**src/rtl/multi_ch_echo_scan_pkg.sv**
```systemverilog
// Shared definitions for the multi-channel echo scanner.
// Holds the scan FSM state encoding, the default timing constants (in
// clk_50M cycles) and the channel search helper used by the top level.
package us_pkg;

  typedef enum logic [2:0] {
    IDLE   = 3'd0,
    SETTLE = 3'd1,
    FIRE   = 3'd2,
    BLANK  = 3'd3,
    LISTEN = 3'd4,
    REPORT = 3'd5,
    NEXT   = 3'd6
  } state_e;

  localparam int DEF_SETTLE_CYC = 50;
  localparam int DEF_BLANK_CYC  = 500;
  localparam int DEF_WINDOW_CYC = 100000;
  localparam int MAX_CH         = 16;

  // Lowest set bit of mask at index >= from; 5'd16 means "none left".
  function automatic logic [4:0] find_from(input logic [15:0] mask, input logic [4:0] from);
    logic [4:0] res;
    res = 5'd16;
    for (int i = MAX_CH - 1; i >= 0; i--) begin
      if (mask[i] && (5'(i) >= from)) begin
        res = 5'(i);
      end else begin
        res = res;
      end
    end
    return res;
  endfunction

endpackage

```
**src/rtl/multi_ch_echo_scan_if.sv**
```systemverilog
// Data-path bundle of the echo scanner: the incoming correlation magnitude
// stream and the outgoing per-channel result handshake.
//   master : the scanner (consumes magnitudes, produces results)
//   slave  : the environment (drives magnitudes, accepts results)
interface multi_ch_echo_scan_if #(
  parameter int CH_W  = 2,
  parameter int MAG_W = 18,
  parameter int TOF_W = 20
);
  logic             mag_valid;
  logic [MAG_W-1:0] mag_data;
  logic             res_valid;
  logic             res_ready;
  logic [CH_W-1:0]  res_ch;
  logic             res_hit;
  logic [TOF_W-1:0] res_tof;
  logic [MAG_W-1:0] res_peak;

  modport master (
    input  mag_valid, mag_data, res_ready,
    output res_valid, res_ch, res_hit, res_tof, res_peak
  );

  modport slave (
    output mag_valid, mag_data, res_ready,
    input  res_valid, res_ch, res_hit, res_tof, res_peak
  );
endinterface

```
**src/rtl/multi_ch_echo_scan_peak_track.sv**
```systemverilog
// Peak / time-of-flight tracker for one listen window.
// Ports: clk_50M, rst (sync, active-high); clear_i restarts tracking;
// sample_i/data_i/tof_i present one evaluated sample; thr_i is the hit
// threshold; peak_o/tof_o hold the earliest strict maximum, hit_o = peak >= thr.
module echo_peak_track #(
  parameter int MAG_W = 18,
  parameter int TOF_W = 20
) (
  input  logic             clk_50M,
  input  logic             rst,
  input  logic             clear_i,
  input  logic             sample_i,
  input  logic [MAG_W-1:0] data_i,
  input  logic [TOF_W-1:0] tof_i,
  input  logic [MAG_W-1:0] thr_i,
  output logic [MAG_W-1:0] peak_o,
  output logic [TOF_W-1:0] tof_o,
  output logic             hit_o
);
  logic [MAG_W-1:0] peak_q;
  logic [TOF_W-1:0] tof_q;

  // Peak register: strict '>' so equal later samples keep the earlier tof.
  always_ff @(posedge clk_50M) begin
    if (rst || clear_i) begin
      peak_q <= {MAG_W{1'b0}};
      tof_q  <= {TOF_W{1'b1}};
    end else if (sample_i && (data_i > peak_q)) begin
      peak_q <= data_i;
      tof_q  <= tof_i;
    end
  end

  assign peak_o = peak_q;
  assign tof_o  = tof_q;
  assign hit_o  = (peak_q >= thr_i);
endmodule

```
**src/rtl/multi_ch_echo_scan.sv**
```systemverilog
// Multi-channel ultrasonic echo scanner.
// Ports: clk_50M, rst (sync, active-high); scan_start/ch_enable/
// corr_threshold start a scan; ch_sel/launch_cmd/listen drive the front
// end; bus carries the magnitude stream and the per-channel result
// handshake; busy/scan_done report scan progress.
// Per enabled channel: SETTLE -> FIRE (tof 0) -> BLANK -> LISTEN -> REPORT.
module multi_ch_echo_scan
  import us_pkg::*;
#(
  parameter int N_CH       = 4,
  parameter int MAG_W      = 18,
  parameter int TOF_W      = 20,
  parameter int SETTLE_CYC = DEF_SETTLE_CYC,
  parameter int BLANK_CYC  = DEF_BLANK_CYC,
  parameter int WINDOW_CYC = DEF_WINDOW_CYC,
  parameter int EARLY_STOP = 0,
  localparam int CH_W      = (N_CH > 1) ? $clog2(N_CH) : 1
) (
  input  logic             clk_50M,
  input  logic             rst,
  input  logic             scan_start,
  input  logic [N_CH-1:0]  ch_enable,
  input  logic [MAG_W-1:0] corr_threshold,
  multi_ch_echo_scan_if.master bus,
  output logic [CH_W-1:0]  ch_sel,
  output logic             launch_cmd,
  output logic             listen,
  output logic             busy,
  output logic             scan_done
);
  state_e           state_q, state_d;
  logic [31:0]      cnt_q;
  logic [15:0]      mask_q;
  logic [MAG_W-1:0] thr_q;
  logic [CH_W-1:0]  ch_q;
  logic [TOF_W-1:0] tof_q;
  logic             done_q;
  logic             res_valid_q, res_hit_q;
  logic [CH_W-1:0]  res_ch_q;
  logic [TOF_W-1:0] res_tof_q;
  logic [MAG_W-1:0] res_peak_q;

  logic             accept_s, start_ok_s, sample_s, early_hit_s, xfer_s;
  logic [4:0]       first_s, next_s;
  logic [MAG_W-1:0] trk_peak_s;
  logic [TOF_W-1:0] trk_tof_s;
  logic             trk_hit_s;

  assign accept_s    = (state_q == IDLE) && scan_start;
  assign start_ok_s  = accept_s && (|ch_enable);
  assign sample_s    = (state_q == LISTEN) && bus.mag_valid;
  assign early_hit_s = (EARLY_STOP != 0) && sample_s && (bus.mag_data >= thr_q);
  assign xfer_s      = res_valid_q && bus.res_ready;
  assign first_s     = find_from(16'(ch_enable), 5'd0);
  assign next_s      = find_from(mask_q, 5'(ch_q) + 5'd1);

  // Next-state logic; phase lengths are measured with cnt_q (cycles in state).
  always_comb begin
    state_d = state_q;
    case (state_q)
      IDLE:    if (start_ok_s) state_d = SETTLE; else state_d = IDLE;
      SETTLE:  if (cnt_q == 32'(SETTLE_CYC - 1)) state_d = FIRE; else state_d = SETTLE;
      FIRE:    state_d = BLANK;
      BLANK:   if (cnt_q == 32'(BLANK_CYC - 1)) state_d = LISTEN; else state_d = BLANK;
      LISTEN:  if ((cnt_q == 32'(WINDOW_CYC - 1)) || early_hit_s) state_d = REPORT;
               else state_d = LISTEN;
      REPORT:  if (xfer_s) state_d = NEXT; else state_d = REPORT;
      NEXT:    if (next_s != 5'd16) state_d = SETTLE; else state_d = IDLE;
      default: state_d = IDLE;
    endcase
  end

  // State, phase counter and saturating tof counter (tof 0 is the FIRE cycle).
  always_ff @(posedge clk_50M) begin
    if (rst) begin
      state_q <= IDLE;
      cnt_q   <= 32'd0;
      tof_q   <= {TOF_W{1'b0}};
    end else begin
      state_q <= state_d;
      if (state_d != state_q) cnt_q <= 32'd0;
      else                    cnt_q <= cnt_q + 32'd1;
      if (state_d == FIRE)          tof_q <= {TOF_W{1'b0}};
      else if (tof_q != {TOF_W{1'b1}}) tof_q <= tof_q + TOF_W'(1);
    end
  end

  // Scan context: mask/threshold captured on acceptance, channel stepping, end pulse.
  always_ff @(posedge clk_50M) begin
    if (rst) begin
      mask_q <= 16'd0;
      thr_q  <= {MAG_W{1'b0}};
      ch_q   <= {CH_W{1'b0}};
      done_q <= 1'b0;
    end else begin
      done_q <= (accept_s && !(|ch_enable)) || ((state_q == NEXT) && (next_s == 5'd16));
      if (start_ok_s) begin
        mask_q <= 16'(ch_enable);
        thr_q  <= corr_threshold;
        ch_q   <= CH_W'(first_s);
      end else if ((state_q == NEXT) && (next_s != 5'd16)) begin
        ch_q <= CH_W'(next_s);
      end
    end
  end

  // Result register: loaded on the first REPORT cycle, held until accepted.
  always_ff @(posedge clk_50M) begin
    if (rst) begin
      res_valid_q <= 1'b0;
      res_ch_q    <= {CH_W{1'b0}};
      res_hit_q   <= 1'b0;
      res_tof_q   <= {TOF_W{1'b0}};
      res_peak_q  <= {MAG_W{1'b0}};
    end else if ((state_q == REPORT) && !res_valid_q) begin
      res_valid_q <= 1'b1;
      res_ch_q    <= ch_q;
      res_hit_q   <= trk_hit_s;
      res_tof_q   <= trk_hit_s ? trk_tof_s : {TOF_W{1'b1}};
      res_peak_q  <= trk_peak_s;
    end else if (xfer_s) begin
      res_valid_q <= 1'b0;
    end
  end

  echo_peak_track #(.MAG_W(MAG_W), .TOF_W(TOF_W)) u_track (
    .clk_50M  (clk_50M),
    .rst      (rst),
    .clear_i  (state_q == FIRE),
    .sample_i (sample_s),
    .data_i   (bus.mag_data),
    .tof_i    (tof_q),
    .thr_i    (thr_q),
    .peak_o   (trk_peak_s),
    .tof_o    (trk_tof_s),
    .hit_o    (trk_hit_s)
  );

  assign ch_sel       = ch_q;
  assign launch_cmd   = (state_q == FIRE);
  assign listen       = (state_q == LISTEN);
  assign busy         = (state_q != IDLE);
  assign scan_done    = done_q;
  assign bus.res_valid = res_valid_q;
  assign bus.res_ch    = res_ch_q;
  assign bus.res_hit   = res_hit_q;
  assign bus.res_tof   = res_tof_q;
  assign bus.res_peak  = res_peak_q;
endmodule

```
**src/flat_wrapper.sv**
```systemverilog
// flat-port wrapper written by rule: the top's interface ports become plain ports
module multi_ch_echo_scan_flat import us_pkg::*;
#(
  parameter int N_CH       = 4,
  parameter int MAG_W      = 18,
  parameter int TOF_W      = 20,
  parameter int SETTLE_CYC = DEF_SETTLE_CYC,
  parameter int BLANK_CYC  = DEF_BLANK_CYC,
  parameter int WINDOW_CYC = DEF_WINDOW_CYC,
  parameter int EARLY_STOP = 0,
  localparam int CH_W      = (N_CH > 1) ? $clog2(N_CH) : 1
)
  (clk_50M, rst, scan_start, ch_enable, corr_threshold, ch_sel, launch_cmd, listen, busy, scan_done, bus_mag_valid, bus_mag_data, bus_res_ready, bus_res_valid, bus_res_ch, bus_res_hit, bus_res_tof, bus_res_peak);
  multi_ch_echo_scan_if #(.CH_W(CH_W), .MAG_W(MAG_W), .TOF_W(TOF_W)) bus_i ();
  input  logic clk_50M;
  input  logic rst;
  input  logic scan_start;
  input  logic [N_CH-1:0] ch_enable;
  input  logic [MAG_W-1:0] corr_threshold;
  output logic [CH_W-1:0] ch_sel;
  output logic launch_cmd;
  output logic listen;
  output logic busy;
  output logic scan_done;
  input wire logic [$bits(bus_i.mag_valid)-1:0] bus_mag_valid;
  input wire logic [$bits(bus_i.mag_data)-1:0] bus_mag_data;
  input wire logic [$bits(bus_i.res_ready)-1:0] bus_res_ready;
  output wire logic [$bits(bus_i.res_valid)-1:0] bus_res_valid;
  output wire logic [$bits(bus_i.res_ch)-1:0] bus_res_ch;
  output wire logic [$bits(bus_i.res_hit)-1:0] bus_res_hit;
  output wire logic [$bits(bus_i.res_tof)-1:0] bus_res_tof;
  output wire logic [$bits(bus_i.res_peak)-1:0] bus_res_peak;
  assign bus_i.mag_valid = bus_mag_valid;
  assign bus_i.mag_data = bus_mag_data;
  assign bus_i.res_ready = bus_res_ready;
  assign bus_res_valid = bus_i.res_valid;
  assign bus_res_ch = bus_i.res_ch;
  assign bus_res_hit = bus_i.res_hit;
  assign bus_res_tof = bus_i.res_tof;
  assign bus_res_peak = bus_i.res_peak;
  multi_ch_echo_scan #(.N_CH(N_CH), .MAG_W(MAG_W), .TOF_W(TOF_W), .SETTLE_CYC(SETTLE_CYC), .BLANK_CYC(BLANK_CYC), .WINDOW_CYC(WINDOW_CYC), .EARLY_STOP(EARLY_STOP)) u_core (.clk_50M(clk_50M), .rst(rst), .scan_start(scan_start), .ch_enable(ch_enable), .corr_threshold(corr_threshold), .bus(bus_i), .ch_sel(ch_sel), .launch_cmd(launch_cmd), .listen(listen), .busy(busy), .scan_done(scan_done));
endmodule
```
**config.mk**
```make
export PLATFORM = sky130hd
export DESIGN_NAME = multi_ch_echo_scan_flat
export DESIGN_NICKNAME = d
export VERILOG_FILES = /design/src/rtl/multi_ch_echo_scan_pkg.sv /design/src/rtl/multi_ch_echo_scan_if.sv /design/src/rtl/multi_ch_echo_scan_peak_track.sv /design/src/rtl/multi_ch_echo_scan.sv /design/src/flat_wrapper.sv
export SDC_FILE = /design/constraint.sdc
export NUM_CORES = 1
export LEC_CHECK = 0
export CELL_PAD_IN_SITES_DETAIL_PLACEMENT = 1
export CELL_PAD_IN_SITES_GLOBAL_PLACEMENT = 1
export CORE_UTILIZATION = 30
export CTS_BUF_LIST = sky130_fd_sc_hd__clkbuf_2 sky130_fd_sc_hd__clkbuf_4 sky130_fd_sc_hd__clkbuf_8
export DETAILED_ROUTE_END_ITERATION = 8
export PLACE_DENSITY = 0.63
export SLEW_MARGIN = 15
export SYNTH_ARGS = -nofsm -noshare
export SYNTH_HDL_FRONTEND = slang
export SYNTH_SLANG_ARGS = --single-unit
```
**constraint.sdc**
```tcl
create_clock -name clk_50M -period 3.7 [get_ports clk_50M]
set_clock_uncertainty 0.05 [all_clocks]
set_input_delay 0.74 -clock clk_50M [delete_from_list [all_inputs] [get_ports clk_50M]]
set_output_delay 0.74 -clock clk_50M [all_outputs]
set_load 0.02 [all_outputs]
```
**Word level (Yosys, flattened, before mapping)**

Cells that the tools add are included.

- Eq/ne operators: 14
- Reductions and logical operators: 24
- Add/subtract/negate cells: 3
- Muxes and demuxes: 20
- Magnitude comparators: 6

Operator list:

| kind | count |
|---|---|
| 32-bit by 1-bit adder with 32-bit output, second input constant | 1 |
| 32-bit by 17-bit == test with 1-bit output, second input constant | 1 |
| 32-bit by 6-bit == test with 1-bit output, second input constant | 1 |
| 32-bit by 9-bit == test with 1-bit output, second input constant | 1 |
| 3-bit one-hot mux with 7 select lines | 1 |
| 20-bit by 1-bit adder with 20-bit output, second input constant | 1 |
| 20-bit two-way mux | 1 |
| 5-bit two-way mux | 4 |
| 20-bit inequality test, second input constant | 1 |
| 18-bit >= comparator | 1 |
| 18-bit greater-than comparator | 1 |
| 2-bit two-way mux | 8 |
| 1-bit logical AND | 13 |
| 1-bit by 5-bit >= comparator with 1-bit output, first input constant | 2 |
| 2-bit by 5-bit >= comparator with 1-bit output, first input constant | 2 |
| 3-bit by 2-bit == test with 1-bit output, second input constant | 3 |
| 3-bit == test, second input constant | 3 |
| 5-bit == test, second input constant | 1 |
| 1-bit two-way mux | 5 |
| 5-bit inequality test, second input constant | 1 |
| 2-bit nonzero test | 2 |
| 2-bit OR reduction | 2 |
| 4-bit OR reduction | 1 |
| 2-bit by 1-bit adder with 3-bit output, second input constant | 1 |
| 7 further kinds | 9 |

- Register bits after elaboration: 160
- Input port bits: 45
- Output and inout bits: 48

**Logic depth before layout (Yosys ltp)**

- Depth in word-level cells: 12
- Depth in mapped cells: 9

**By module**

A second synthesis with hierarchy kept.

- Cell total of the unflattened synthesis: 921
- Area, all modules: 7786.2 um2

By module, submodules not included:

| module | cells an instance | area each (um2) | times used |
|---|---|---|---|
| multi_ch_echo_scan | 622 | 5248.8 | 1 |
| echo_peak_track | 299 | 2537.4 | 1 |

**Least setup slack after synthesis**

OpenSTA, ideal clock, no wires.

- Path type: in2reg
- From: in bus_mag_data[15]
- To: reg u_core.u_track.peak_q[0], in the netlist u_core.u_track.peak_o[0]
- Path buffers: 2
- Stages: 8
- Data arrival time: 2524 ps
- Setup slack: 1054 ps
- Cells stage by stage: ha_1 > nand4_1 > or4_1 > a31o_1 > a31oi_2 > buf_6 > buf_12 > mux2i_1

- Word-level cells in the longest chain between the ends: 2

RTL lines:

| element | line | RTL |
|---|---|---|
| start: declaration | flat_wrapper.sv:26 | `input wire logic [$bits(bus_i.mag_data)-1:0] bus_mag_data;` |
| 18-bit greater-than comparator | multi_ch_echo_scan_peak_track.sv:28 | `end else if (sample_i && (data_i > peak_q)) begin` |
| 1-bit logical AND | multi_ch_echo_scan_peak_track.sv:28 |  |
| end signal: assignment | multi_ch_echo_scan_peak_track.sv:26 | `peak_q <= {MAG_W{1'b0}};` |
| end signal: assignment | multi_ch_echo_scan_peak_track.sv:29 | `peak_q <= data_i;` |
| end: declaration | multi_ch_echo_scan_peak_track.sv:20 | `logic [MAG_W-1:0] peak_q;` |

No other way between the ends.
A chain may end at the register's enable or synchronous reset.

**Worst setup path after layout**

- From: reg u_core.state_q[1]
- To: out launch_cmd

- Word-level cells in the longest chain between the ends: 1

RTL lines:

| element | line | RTL |
|---|---|---|
| start: declaration | multi_ch_echo_scan.sv:31 | `state_e state_q, state_d;` |
| start signal: assignment | multi_ch_echo_scan.sv:80 | `state_q <= state_d;` |
| 3-bit by 2-bit == test with 1-bit output | multi_ch_echo_scan.sv:140 | `assign launch_cmd = (state_q == FIRE);` |
| end: declaration | flat_wrapper.sv:21 | `output logic launch_cmd;` |

No other way between the ends.

==> run metrics <==
outcome=completed; multiplexer share of the synthesized area=0.0814; crit-path max FO=12; top-area cell type share of the netlist area=0.389; Async SR Flop Fraction=0; Fin. Hold Viols=0; Worst R2R Setup Slack=1010 ps; Setup Buffers After CTS=0; Tot GR Track Use=0.168; leading area contributor after synthesis=dfxtp_1; placement row count=60; CORE AREA=26900 um^2; WL/cell=16.5 um; most frequent cells after synthesis=dfxtp_1, nand2_1, nor2_1, a21oi_1, inv_1; Synth area leaders=dfxtp_1, nand2_1, ha_1, mux2i_1, a21oi_1; reg2reg start=u_core.u_track.peak_o[15]$_SDFFE_PP0P_; Die H=167 um; root buf cell=clkbuf_8; Critical R2R Capture=u_core.u_track.peak_o[14]$_SDFFE_PP0P_; Starting Density=0.304; Buffers on Ports=92; adder-cell share of the synthesized area=0.0597; initial antenna violation count=0; post-layout min period=3200 ps; Hold Crit Start=u_core.bus.res_peak[14]$_SDFFE_PP0P_; Seq cells post-synth=159; Synth Net Count=1041; post-place setup slack=355 ps; Max Root-Sink Buffers=2; Die Area=27900 um^2; Post-CTS Resized=0; Via density=4.99; Syn Area/Cell=8.55 um^2; 1st-iter DRT viols=297; Max-slew headroom=0.416; Hold Path Stages=2; Residual DRC=0; layout cells sized above 1=0.107; Worst Max-Slew Pin Slew=877 ps; Startpoint Class=flop; first-pass GRT wire length=37500 um; Layout area overhead=19.8%; H-tree depth=4; Synth Area in Simple Gates=0.250; Synth Cell Area=8180 um^2; hold_ws=413 ps; latest clock arrival within the worst-skew pair=470 ps; Final period util=0.864; GPL Wtd Cong=0.776; RSZ-0062 raised after global routing=no; worst hold path type=reg2reg; Final Max Tran Viols=0; post-synthesis compound-gate area fraction=0.120; vias in the first global route=7043; DR vias=6916; ANT nets after route=0; Final setup viols=0; # hold bufs at CTS=0; utilization after layout=0.365; Distinct cells, synth=64; Critical Path RT=2910 ps; pwr dens=362 nW/um^2; setup ws final=505 ps; kind of critical path=reg2out; TritonCTS clock tree=yes; XOR/XNOR share of the synthesized area=0.0407; synth warn=0; Num CTS Buffers=17; Register-to-Register Path Depth=8; peak supply drop=0.199 mV; Post-synth EDFFs=0; largest family of logic cells by synthesized area=simple AND/OR/NAND/NOR gates; num ports=93; global-route congestion overflow total=0; total routed wirelength=22900 um; hold endpoint=u_core.bus.res_peak[14]$_SDFFE_PP0P_; clk sink count=159; post-DP HPWL=16000 um; Die X=167 um; top-count cell post-synth=dfxtp_1; max cap viols=0; Synth Flop Type=dfxtp_1; setup TNS=0 ps; Critical Path Sink Type=primary output; Initial DRT Pass Iterations=4; largest net degree at the start of global routing=48; Arr. time, crit path=2410 ps; final net count=1113; register area share after synthesis=0.389; Post-Syn Instances=957; leakage=0.00331 uW; fmax=0.313 GHz; clock transition at the registers of the reported paths=100 ps
-- cell families after synthesis --
| kind of cell | Yosys count |
|---|---|
| flip-flops | 159 |
| XOR/XNOR | 38 |
| adder cells (fa/ha/maj) | 39 |
| AO/OA/AOI/OAI | 153 |
| buffers and inverters | 102 |
| multiplexers | 64 |
| AND/OR/NAND/NOR | 402 |
-- sequential cells by signal, indices dropped and copies added, names as in the netlist --
| name | cells |
|---|---|
| u_core.scan_done | 1 |
| u_core.thr_q | 18 |
| u_core.bus.res_valid | 1 |
| u_core.mask_q | 3 |
| u_core.cnt_q | 32 |
| u_core.bus.res_tof | 20 |
| u_core.bus.res_ch | 2 |
| u_core.ch_sel | 2 |
| u_core.bus.res_hit | 1 |
| u_core.state_q | 3 |
| u_core.tof_q | 20 |
| u_core.u_track.tof_o | 20 |
| u_core.u_track.peak_o | 18 |
| u_core.bus.res_peak | 18 |
-- layer usage --
metal	GRT usage	vias to the layer above	routed length, um
met3	0.0286	15	713
li1	-	3466	-
met5	0	-	0
met1	0.220	3337	11200
met4	0.0604	0	318
met2	0.277	98	10600
-- cell usage in the layout, fill, tap and decap left out, types with 4 or more instances in the layout --
cell / Yosys / final
dfxtp_1: 159 / 159
nand2_1: 147 / 147
clkdlybuf4s50_1: 0 / 91
nor2_1: 91 / 90
a21oi_1: 76 / 76
inv_1: 48 / 48
mux2i_1: 44 / 44
ha_1: 39 / 39
xnor2_1: 28 / 28
a211oi_1: 25 / 25
nor3_1: 23 / 23
nor3_2: 23 / 23
mux2_2: 20 / 20
nand3_1: 20 / 20
nand4_1: 17 / 17
clkbuf_8: 0 / 17
o21ai_0: 16 / 16
nor4_1: 15 / 15
buf_4: 3 / 15
xor2_1: 10 / 10
and3_1: 9 / 9
nor2b_1: 7 / 7
or3_1: 6 / 6
and4_1: 6 / 6
nand2b_1: 5 / 5
or4_1: 5 / 5
a21o_1: 4 / 4
o21a_1: 4 / 4
o211ai_1: 4 / 4
-- worst max path at each step --
stage,start,end,cells after the start
after floorplan,bus_mag_data[15],u_core.u_track.peak_o[0]$_SDFFE_PP0P_,8
after global placement,bus_mag_data[15],u_core.u_track.tof_o[7]$_SDFFE_PP1P_,8
after detailed placement,bus_mag_data[15],u_core.u_track.tof_o[3]$_SDFFE_PP1P_,8
after CTS,u_core.state_q[1]$_SDFF_PP0_,launch_cmd,3
after global routing,u_core.state_q[1]$_SDFF_PP0_,launch_cmd,3
final,u_core.state_q[1]$_SDFF_PP0_,launch_cmd,3
-- metrics by stage --
stage / power [uW] / instance area (um^2) / cells
finish: 3550 / 9800 / 1385
global route: 3710 / 9800 / 1383
CTS: 3600 / 9800 / 1383
detailed placement: 2140 / 9360 / 1351
global placement: 2140 / 9360 / 1351
floorplan: 2000 / 8180 / 957
-- cell type report --
class	instances	area, um^2
Fill cell	3208	17100
Multi-Input combinational cell	696	4540
Sequential cell	159	3180
Timing Repair Buffer	107	1030
Tap cell	341	427
Clock buffer	17	234
Clock inverter	15	204
Inverter	48	180
Antenna cell	2	5.00
-- critical path, cell delays in order, from the launching register on --
cell and delay [ps]:
dfxtp_1 600, inv_1 190, nor3_1 430, clkdlybuf4s50_1 730
-- where the power goes --
part           internal, uW  switching, uW
clock                   693            757
combinational           136            208
sequential             1730           21.9
total                  2560            987
No activity file was read; power rests on OpenSTA's default activity.
